[src/rtl/run_event_logger_pkg.sv]
// rtl/run_event_logger_pkg.sv - shared defaults for the run event logger slice
package run_event_logger_pkg;

  localparam int LEN_W_DEF = 8;
  localparam int CNT_W_DEF = 8;
  localparam int DEPTH_DEF = 4;

endpackage

[src/rtl/run_event_logger_fifo.sv]
// rtl/run_event_logger_fifo.sv - first-word-fall-through FIFO of completed run lengths
module run_len_fifo
  import run_event_logger_pkg::*;
#(
  parameter int W     = LEN_W_DEF,
  parameter int DEPTH = DEPTH_DEF
) (
  input  logic         clk,
  input  logic         rst,
  input  logic         clr,
  input  logic         push,
  input  logic [W-1:0] wdata,
  input  logic         pop,
  output logic [W-1:0] rdata,
  output logic         full,
  output logic         empty
);

  localparam int AW = (DEPTH > 1) ? $clog2(DEPTH) : 1;
  localparam logic [AW:0] FULL_CNT = (AW+1)'(DEPTH);

  logic [AW-1:0] wr_ptr_q, wr_ptr_d;
  logic [AW-1:0] rd_ptr_q, rd_ptr_d;
  logic [AW:0]   count_q, count_d;
  logic [W-1:0]  mem_q [DEPTH];
  logic [W-1:0]  mem_d [DEPTH];
  logic          do_push;
  logic          do_pop;

  assign empty = (count_q == '0);
  assign full  = (count_q == FULL_CNT);
  assign rdata = mem_q[rd_ptr_q];

  // A full FIFO still accepts a push when the head leaves in the same cycle.
  assign do_pop  = pop & ~empty;
  assign do_push = push & (~full | do_pop);

  always_comb begin
    wr_ptr_d = wr_ptr_q;
    rd_ptr_d = rd_ptr_q;
    count_d  = count_q;
    mem_d    = mem_q;
    if (clr) begin
      wr_ptr_d = '0;
      rd_ptr_d = '0;
      count_d  = '0;
    end else begin
      if (do_push) begin
        mem_d[wr_ptr_q] = wdata;
        wr_ptr_d        = wr_ptr_q + AW'(1);
      end
      if (do_pop) begin
        rd_ptr_d = rd_ptr_q + AW'(1);
      end
      case ({do_push, do_pop})
        2'b10:   count_d = count_q + (AW+1)'(1);
        2'b01:   count_d = count_q - (AW+1)'(1);
        default: count_d = count_q;
      endcase
    end
  end

  always_ff @(posedge clk or posedge rst) begin
    if (rst) begin
      wr_ptr_q <= '0;
      rd_ptr_q <= '0;
      count_q  <= '0;
      for (int i = 0; i < DEPTH; i++) begin
        mem_q[i] <= '0;
      end
    end else begin
      wr_ptr_q <= wr_ptr_d;
      rd_ptr_q <= rd_ptr_d;
      count_q  <= count_d;
      mem_q    <= mem_d;
    end
  end

endmodule

[src/rtl/run_event_logger.sv]
// rtl/run_event_logger.sv - measures runs flagged by z and queues their lengths
module run_event_logger
  import run_event_logger_pkg::*;
#(
  parameter int LEN_W = LEN_W_DEF,
  parameter int CNT_W = CNT_W_DEF,
  parameter int DEPTH = DEPTH_DEF
) (
  input  logic             clk,
  input  logic             rst,
  input  logic             z,
  input  logic             clr,
  input  logic             out_ready,
  output logic             out_valid,
  output logic [LEN_W-1:0] out_data,
  output logic [CNT_W-1:0] evt_count,
  output logic             busy,
  output logic             overflow
);

  logic             z_q, z_d;
  logic [LEN_W-1:0] len_q, len_d;
  logic [CNT_W-1:0] cnt_q, cnt_d;
  logic             ovf_q, ovf_d;
  logic             run_start;
  logic             run_end;
  logic             fifo_push;
  logic             fifo_pop;
  logic             fifo_full;
  logic             fifo_empty;

  assign run_start = z & ~z_q;
  assign run_end   = ~z & z_q;
  assign fifo_push = run_end & ~clr;
  assign fifo_pop  = out_valid & out_ready;

  assign out_valid = ~fifo_empty;
  assign evt_count = cnt_q;
  assign busy      = z_q;
  assign overflow  = ovf_q;

  always_comb begin
    z_d   = z;
    len_d = len_q;
    cnt_d = cnt_q;
    ovf_d = ovf_q;
    if (clr) begin
      z_d   = 1'b0;
      len_d = '0;
      cnt_d = '0;
      ovf_d = 1'b0;
    end else begin
      if (run_start) begin
        len_d = LEN_W'(1);
      end else if (z && z_q && len_q != {LEN_W{1'b1}}) begin
        len_d = len_q + LEN_W'(1);
      end
      if (run_end && cnt_q != {CNT_W{1'b1}}) begin
        cnt_d = cnt_q + CNT_W'(1);
      end
      // The run is still counted even when its length cannot be queued.
      if (fifo_push && fifo_full && !fifo_pop) begin
        ovf_d = 1'b1;
      end
    end
  end

  always_ff @(posedge clk or posedge rst) begin
    if (rst) begin
      z_q   <= 1'b0;
      len_q <= '0;
      cnt_q <= '0;
      ovf_q <= 1'b0;
    end else begin
      z_q   <= z_d;
      len_q <= len_d;
      cnt_q <= cnt_d;
      ovf_q <= ovf_d;
    end
  end

  run_len_fifo #(
    .W     (LEN_W),
    .DEPTH (DEPTH)
  ) u_fifo (
    .clk   (clk),
    .rst   (rst),
    .clr   (clr),
    .push  (fifo_push),
    .wdata (len_q),
    .pop   (fifo_pop),
    .rdata (out_data),
    .full  (fifo_full),
    .empty (fifo_empty)
  );

endmodule
[config.mk]
export PLATFORM = sky130hd
export DESIGN_NAME = run_event_logger
export DESIGN_NICKNAME = d
export VERILOG_FILES = /design/src/rtl/run_event_logger_pkg.sv /design/src/rtl/run_event_logger_fifo.sv /design/src/rtl/run_event_logger.sv
export SDC_FILE = /design/constraint.sdc
export NUM_CORES = 1
export LEC_CHECK = 0
export CAP_MARGIN = 20
export CORE_MARGIN = 3
export CORE_UTILIZATION = 50
export DETAILED_ROUTE_END_ITERATION = 10
export HOLD_SLACK_MARGIN = 0.03
export PLACE_DENSITY = 0.75
export SLEW_MARGIN = 5
export SYNTH_ARGS = -nofsm -noshare
export SYNTH_HDL_FRONTEND = slang
export SYNTH_SLANG_ARGS = --single-unit
[constraint.sdc]
create_clock -name clk -period 2.7 [get_ports clk]
set_input_delay 0.81 -clock clk [delete_from_list [all_inputs] [get_ports clk]]
set_output_delay 0.81 -clock clk [all_outputs]
set_load 0.02 [all_outputs]
# After elaboration in Yosys (flattened, before gate mapping)
# Cells that the tools add are included.
[op_classes]
muxes = 20
n_reduce_logical = 15
n_lt_le_gt_ge = 3
eq_ne = 5
n_addsub = 6
div_mod_pow = 0
bitwise = 14
n_shift = 0
mul = 0
[ops]
columns = ["op", "n"]
rows = [
  ["8-bit 2-to-1 mux", 8],
  ["32-bit bitwise mux", 1],
  ["8-bit by 1-bit adder with 8-bit output (second input constant)", 2],
  ["8-bit binary-select mux with 2-bit select", 1],
  ["8-bit demux with 2-bit select", 1],
  ["8-bit != test (second input constant)", 2],
  ["2-bit 2-to-1 mux", 4],
  ["2-bit nonzero test", 4],
  ["1-bit bitwise AND", 6],
  ["3-bit >= comparator (second input constant)", 2],
  ["1-bit logical AND", 6],
  ["2-bit NOT with 3-bit output", 2],
  ["3-bit case mux with 2 select lines", 1],
  ["3-bit nonzero test", 2],
  ["1-bit NOT", 5],
  ["2-bit by 1-bit adder with 2-bit output (second input constant)", 2],
  ["3-bit by 1-bit adder with 3-bit output (second input constant)", 1],
  ["3-bit == test (second input constant)", 1],
  ["3-bit zero test", 1],
  ["3-bit by 1-bit less-than comparator with 1-bit output (second input constant)", 1],
  ["1-bit 2-to-1 mux", 3],
  ["3-bit 2-to-1 mux", 1],
  ["3-bit by 1-bit subtractor with 3-bit output (second input constant)", 1],
  ["2-bit by 1-bit == test with 1-bit output (second input constant)", 1],
  ["4 further kinds", 4],
]
[totals]
regBits = 57
n_memories = 0
latch_bits = 0
out_inout_bits = 19
romBits = 0
mem_bits_rw = 0
input_bits = 5

# Logic depth before layout (Yosys ltp)
[depth]
ltp_word = 9
mapped_depth = 9
depth_no_buf = 7

# Hierarchy
# A second synthesis with hierarchy kept.
[unflattened]
hier_cells = 241
area_unflattened_um2 = 2961.6
[by_module_without_submodules]
columns = ["mod", "area_per_inst_um2", "n_inst", "cells_per_inst", "seq_area_each_um2"]
rows = [
  ["run_len_fifo", 2003.2, 1, 144, 975.9],
  ["run_event_logger", 958.4, 1, 97, 450.4],
]

# Worst setup path before layout
# Ideal clock, no wire load.
[synth_path]
path_kind = "input to register"
startpoint = "in clr"
endpoint = "reg u_fifo.count_q[2]"
t_required_ps = 2584
n_path_buf = 2
setup_slack_ps = 270
stages = 7
setup_time_ps = 116
t_arrival_ps = 2315
cell_sequence = "clkbuf_1 -> clkbuf_1 -> nor2_1 -> nor2_1 -> fa_1 -> o32a_1 -> o311ai_0"
[synth_between]
elab_chain_cells = 6
word_cells_on_any_way = 8
classes_between = "eq/ne (2); mux (2); bitwise (3); reduce/logical (1)"
[synth_rtl]
columns = ["item", "line", "rtl"]
rows = [
  ["start: declaration", "run_event_logger.sv:12", "input logic clr,"],
  ["1-bit NOT (no line)", "--", ""],
  ["1-bit bitwise AND", "run_event_logger.sv:34", "assign fifo_push = run_end & ~clr;"],
  ["1-bit bitwise AND", "run_event_logger_fifo.sv:36", "assign do_push = push & (~full | do_pop);"],
  ["2-bit by 1-bit == test with 1-bit output or 2-bit == test (tied branches)", "run_event_logger_fifo.sv:55", "case ({do_push, do_pop})"],
  ["3-bit case mux with 2 select lines", "run_event_logger_fifo.sv:55", ""],
  ["3-bit 2-to-1 mux", "run_event_logger_fifo.sv:43", "if (clr) begin"],
  ["end signal: assignment", "run_event_logger_fifo.sv:74", "count_q <= count_d;"],
  ["end: declaration", "run_event_logger_fifo.sv:24", "logic [AW:0] count_q, count_d;"],
]
# Several ways; a longest one is shown, not always the timed one.
# A chain may end at the register's enable or synchronous reset.

# Worst setup path in the final report
[layout_path]
startpoint = "reg u_fifo.rd_ptr_q[0]"
endpoint = "out out_data[1]"
[layout_between]
elab_chain_cells = 4
[layout_rtl]
columns = ["item", "line", "rtl"]
rows = [
  ["start: declaration", "run_event_logger_fifo.sv:23", "logic [AW-1:0] rd_ptr_q, rd_ptr_d;"],
  ["start signal: assignment", "run_event_logger_fifo.sv:73", "rd_ptr_q <= rd_ptr_d;"],
  ["2-bit NOT with 3-bit output (not written as such)", "run_event_logger_fifo.sv:32", "assign rdata = mem_q[rd_ptr_q];"],
  ["8-bit binary-select mux with 2-bit select", "run_event_logger_fifo.sv:32", ""],
  ["8-bit 2-to-1 mux (not written as such) (2 in a row)", "run_event_logger_fifo.sv:32", ""],
  ["end: declaration", "run_event_logger.sv:15", "output logic [LEN_W-1:0] out_data,"],
]
# No other way between the ends. The select of a mux whose other input is x is not followed.

==> results.py <==
metrics = {
    "pwr": {
        "ir_worst_vdd_uv": 289,
        "switching_share_pct": 23.1,
        "combPwrFrac_pct": 7.3,
        "switchingPower_mw": 0.403,
        "power_mw": 1.74,
        "p_int_mw": 1.34,
        "power.density_nw_per_um2": 515,
        "clkPwrFrac_pct": 41.9,
        "p_leak_nw": 1.55,
        "p_seq_share_pct": 50.8,
    },
    "worst_setup_path": {
        "path_cells": "buf_12, mux4_2, dlygate4sd2_1",
        "worstSetupPathType": "reg -> out",
        "r2r_start": "u_fifo.count_q[0]",
        "critPathArrivalTime_ps": 1720,
        "r2r_cells": 6,
        "end_kind": "output port",
        "timing.rr.end": "u_fifo.count_q[2]",
        "rrSetupSlack_ps": 430,
        "critPathLaunch": "u_fifo.rd_ptr_q[0]",
        "required_ps": 1890,
        "cpPeakStageDelay_ps": 530,
        "startpoint_type": "register",
        "slowest_stage": "mux4_2",
        "crit_fanout": 10,
    },
    "detailed_routing": {
        "first_pass_iters": 4,
        "routedWlPerCell_um": 16.1,
        "avgViaCountPerCell": 5.79,
        "drc": 0,
        "antenna_left": 0,
        "routed_wl_um": 5590,
        "vias": 2004,
        "drt_iter0_markers": 131,
    },
    "placed_design": {
        "portBuffers": 23,
        "post-dp-hpwl_um": 3610,
        "place.gp.congestion": 0.803,
        "place_ws_ps": -43.1,
    },
    "sta": {
        "final_hold_viol_count": 0,
        "holdWs_ps": 496,
        "finalSetupViolCount": 0,
        "final.min_clock_period_ps": 2530,
        "rsz0062_at_grt": "no",
        "max_slew.worst_pin.slew_ps": 442,
        "fmax_ghz": 0.395,
        "finalWorstSetupSlack_ps": 166,
        "finalClockSkew_ps": 8.47,
        "period_share_pct": 93.9,
        "relSlewSlack_pct": 70.5,
        "tns_ps": 0,
        "slew_viol_final": 0,
    },
    "synth": {
        "synthTopCellsByArea": "dfrtp_1 (49%), mux2_2 (12%), mux4_2 (6.2%)",
        "ys_warn_count": 0,
        "synth-seq-cells": 57,
        "post-synth-top-count-cell": "dfrtp_1",
        "synth_cells": 245,
        "synthArstFlopShare_pct": 100,
        "synth_ff_type": "dfrtp_1",
        "ys_top_cells_by_count": "dfrtp_1 (57), mux2_2 (30), nor2_1 (20)",
        "synth.distinct_cells": 43,
        "ys_seq_area_share_pct": 49.4,
        "yosys.area.top_type": "dfrtp_1",
        "synth.avg_cell_area_um2": 11.8,
        "synth-edff-count": 0,
        "synth_top_cell_area_share_pct": 49.4,
        "syn_nets": 257,
        "syn_area_um2": 2890,
    },
    "hold_path": {
        "min_delay_path_depth": 1,
        "whs_endpoint": "u_fifo.mem_q[20]",
        "hold_class": "reg -> reg",
        "min_from": "u_fifo.mem_q[20]",
    },
    "clock_network": {
        "clock_tree.root_cell": "clkbuf_8",
        "path_clk_slew_ps": 60,
        "clk_latency_ps": 330,
        "cts_tree": "built",
        "cts_sinks": 57,
        "cts_buffer_depth": 2,
        "post_cts_buffers": 0,
        "ctsHtreeMaxLevel": 3,
        "cts_made_buffers": 9,
        "holdBufCountCts": 0,
    },
    "grt": {
        "grt_pass1_vias": 1941,
        "overflow": 0,
        "grt_max_degree": 58,
        "groute.usage.overall_pct": 19.1,
        "antenna_found_initial": 0,
        "grt_pass1_wl_um": 9560,
    },
    "floorplan": {
        "start_util_pct": 52.2,
        "ioPinCount": 24,
        "rows": 27,
        "fp.dieW_um": 82.0,
        "die_y_um": 82.0,
        "core_region_area_um2": 5540,
        "die_area_um2": 6730,
    },
    "outcome": {
        "outcome": "finished clean",
    },
    "final_layout": {
        "synthToLayoutAreaGrowth_pct": 17.3,
        "antenna_cells": 0,
        "drive_above_1_share_pct": 24.5,
        "utilization_pct": 61.2,
        "layout.nets": 282,
    },
    "job": {
        "maxCapViolations": 0,
    },
}
power groups by stage:
stage	clock network [mW]	logic [mW]	registers (mW)
detailed placement	0	0.134	0.901
CTS	0.752	0.131	0.886
floorplan	0	0.0882	0.895
global placement	0	0.133	0.900
global route	0.800	0.142	0.887
finish	0.731	0.128	0.886
layout make-up:
type / count / area [um2]
inverters: 7 / 26.3
fillers: 465 / 2150
multi-input cells: 164 / 1360
flip-flops and latches: 57 / 1430
repair buffers: 31 / 308
clock buffers: 11 / 131
clock inverters: 4 / 45.0
well taps: 72 / 90.1
stage by stage:
stage | instances | instance area (um2)
after floorplan | 245 | 2890
after global placement | 331 | 3220
after detailed placement | 331 | 3220
after CTS | 346 | 3390
after global routing | 346 | 3390
final | 346 | 3390
per-layer routing:
layer | track usage (%) | part of all wire, %
met4 | 7.14 | 1.1
met3 | 3.73 | 3.4
met1 | 27.3 | 49
met5 | 0 | 0
met2 | 28.8 | 47
cells by family (layout without fill, tap and decap cells):
| group | count (synthesis) | in the layout | share of synthesized area, % |
|---|---|---|---|
| mux | 41 | 41 | 19.0 |
| simple gates | 71 | 71 | 13.4 |
| flops | 57 | 57 | 49.4 |
| fa+ha+maj | 7 | 7 | 3.29 |
| buf+inv | 24 | 53 | 3.46 |
| xor+xnor | 12 | 12 | 3.64 |
| compound gates | 33 | 33 | 7.84 |
worst max-delay path: cells and delay by family (launching register included):
kind	cells	cell delay, ps
buffers and inverters	2	500
flip-flops	1	370
multiplexers	1	530
cell usage in the layout (no fill, tap or decap), types with 7 or more instances in the layout:
cell,Yosys,final
dfrtp_1,57,57
mux2_2,30,30
nor2_1,20,20
clkdlybuf4s50_1,0,14
a21oi_1,12,12
xnor2_1,10,10
nand2_1,9,9
clkbuf_8,0,9
mux4_2,8,8
dlygate4sd2_1,0,8
nand3_1,7,7
flip-flops by register name, indices dropped and copies added, names as in the netlist:
name             cells
u_fifo.mem_q        32
evt_count            8
len_q                8
u_fifo.count_q       3
u_fifo.rd_ptr_q      2
u_fifo.wr_ptr_q      2
busy                 1
overflow             1
timing repair:
item | CTS | global route
endpoints found under the setup margin | 8 | 1
cloned | 0 | 0
endpoints found under the hold margin | 0 | 0
gates resized for setup | 8 | 1
pin swaps | 0 | 0
worst max-delay path by stage:
stage / endpoint / cells past startpoint
floorplan: u_fifo.count_q[2] / 7
global placement: u_fifo.count_q[2] / 7
detailed placement: u_fifo.count_q[2] / 7
CTS: out_valid / 2
global route: u_fifo.count_q[2] / 7
finish: out_data[1] / 3
Power figures use the tool's default switching activity.
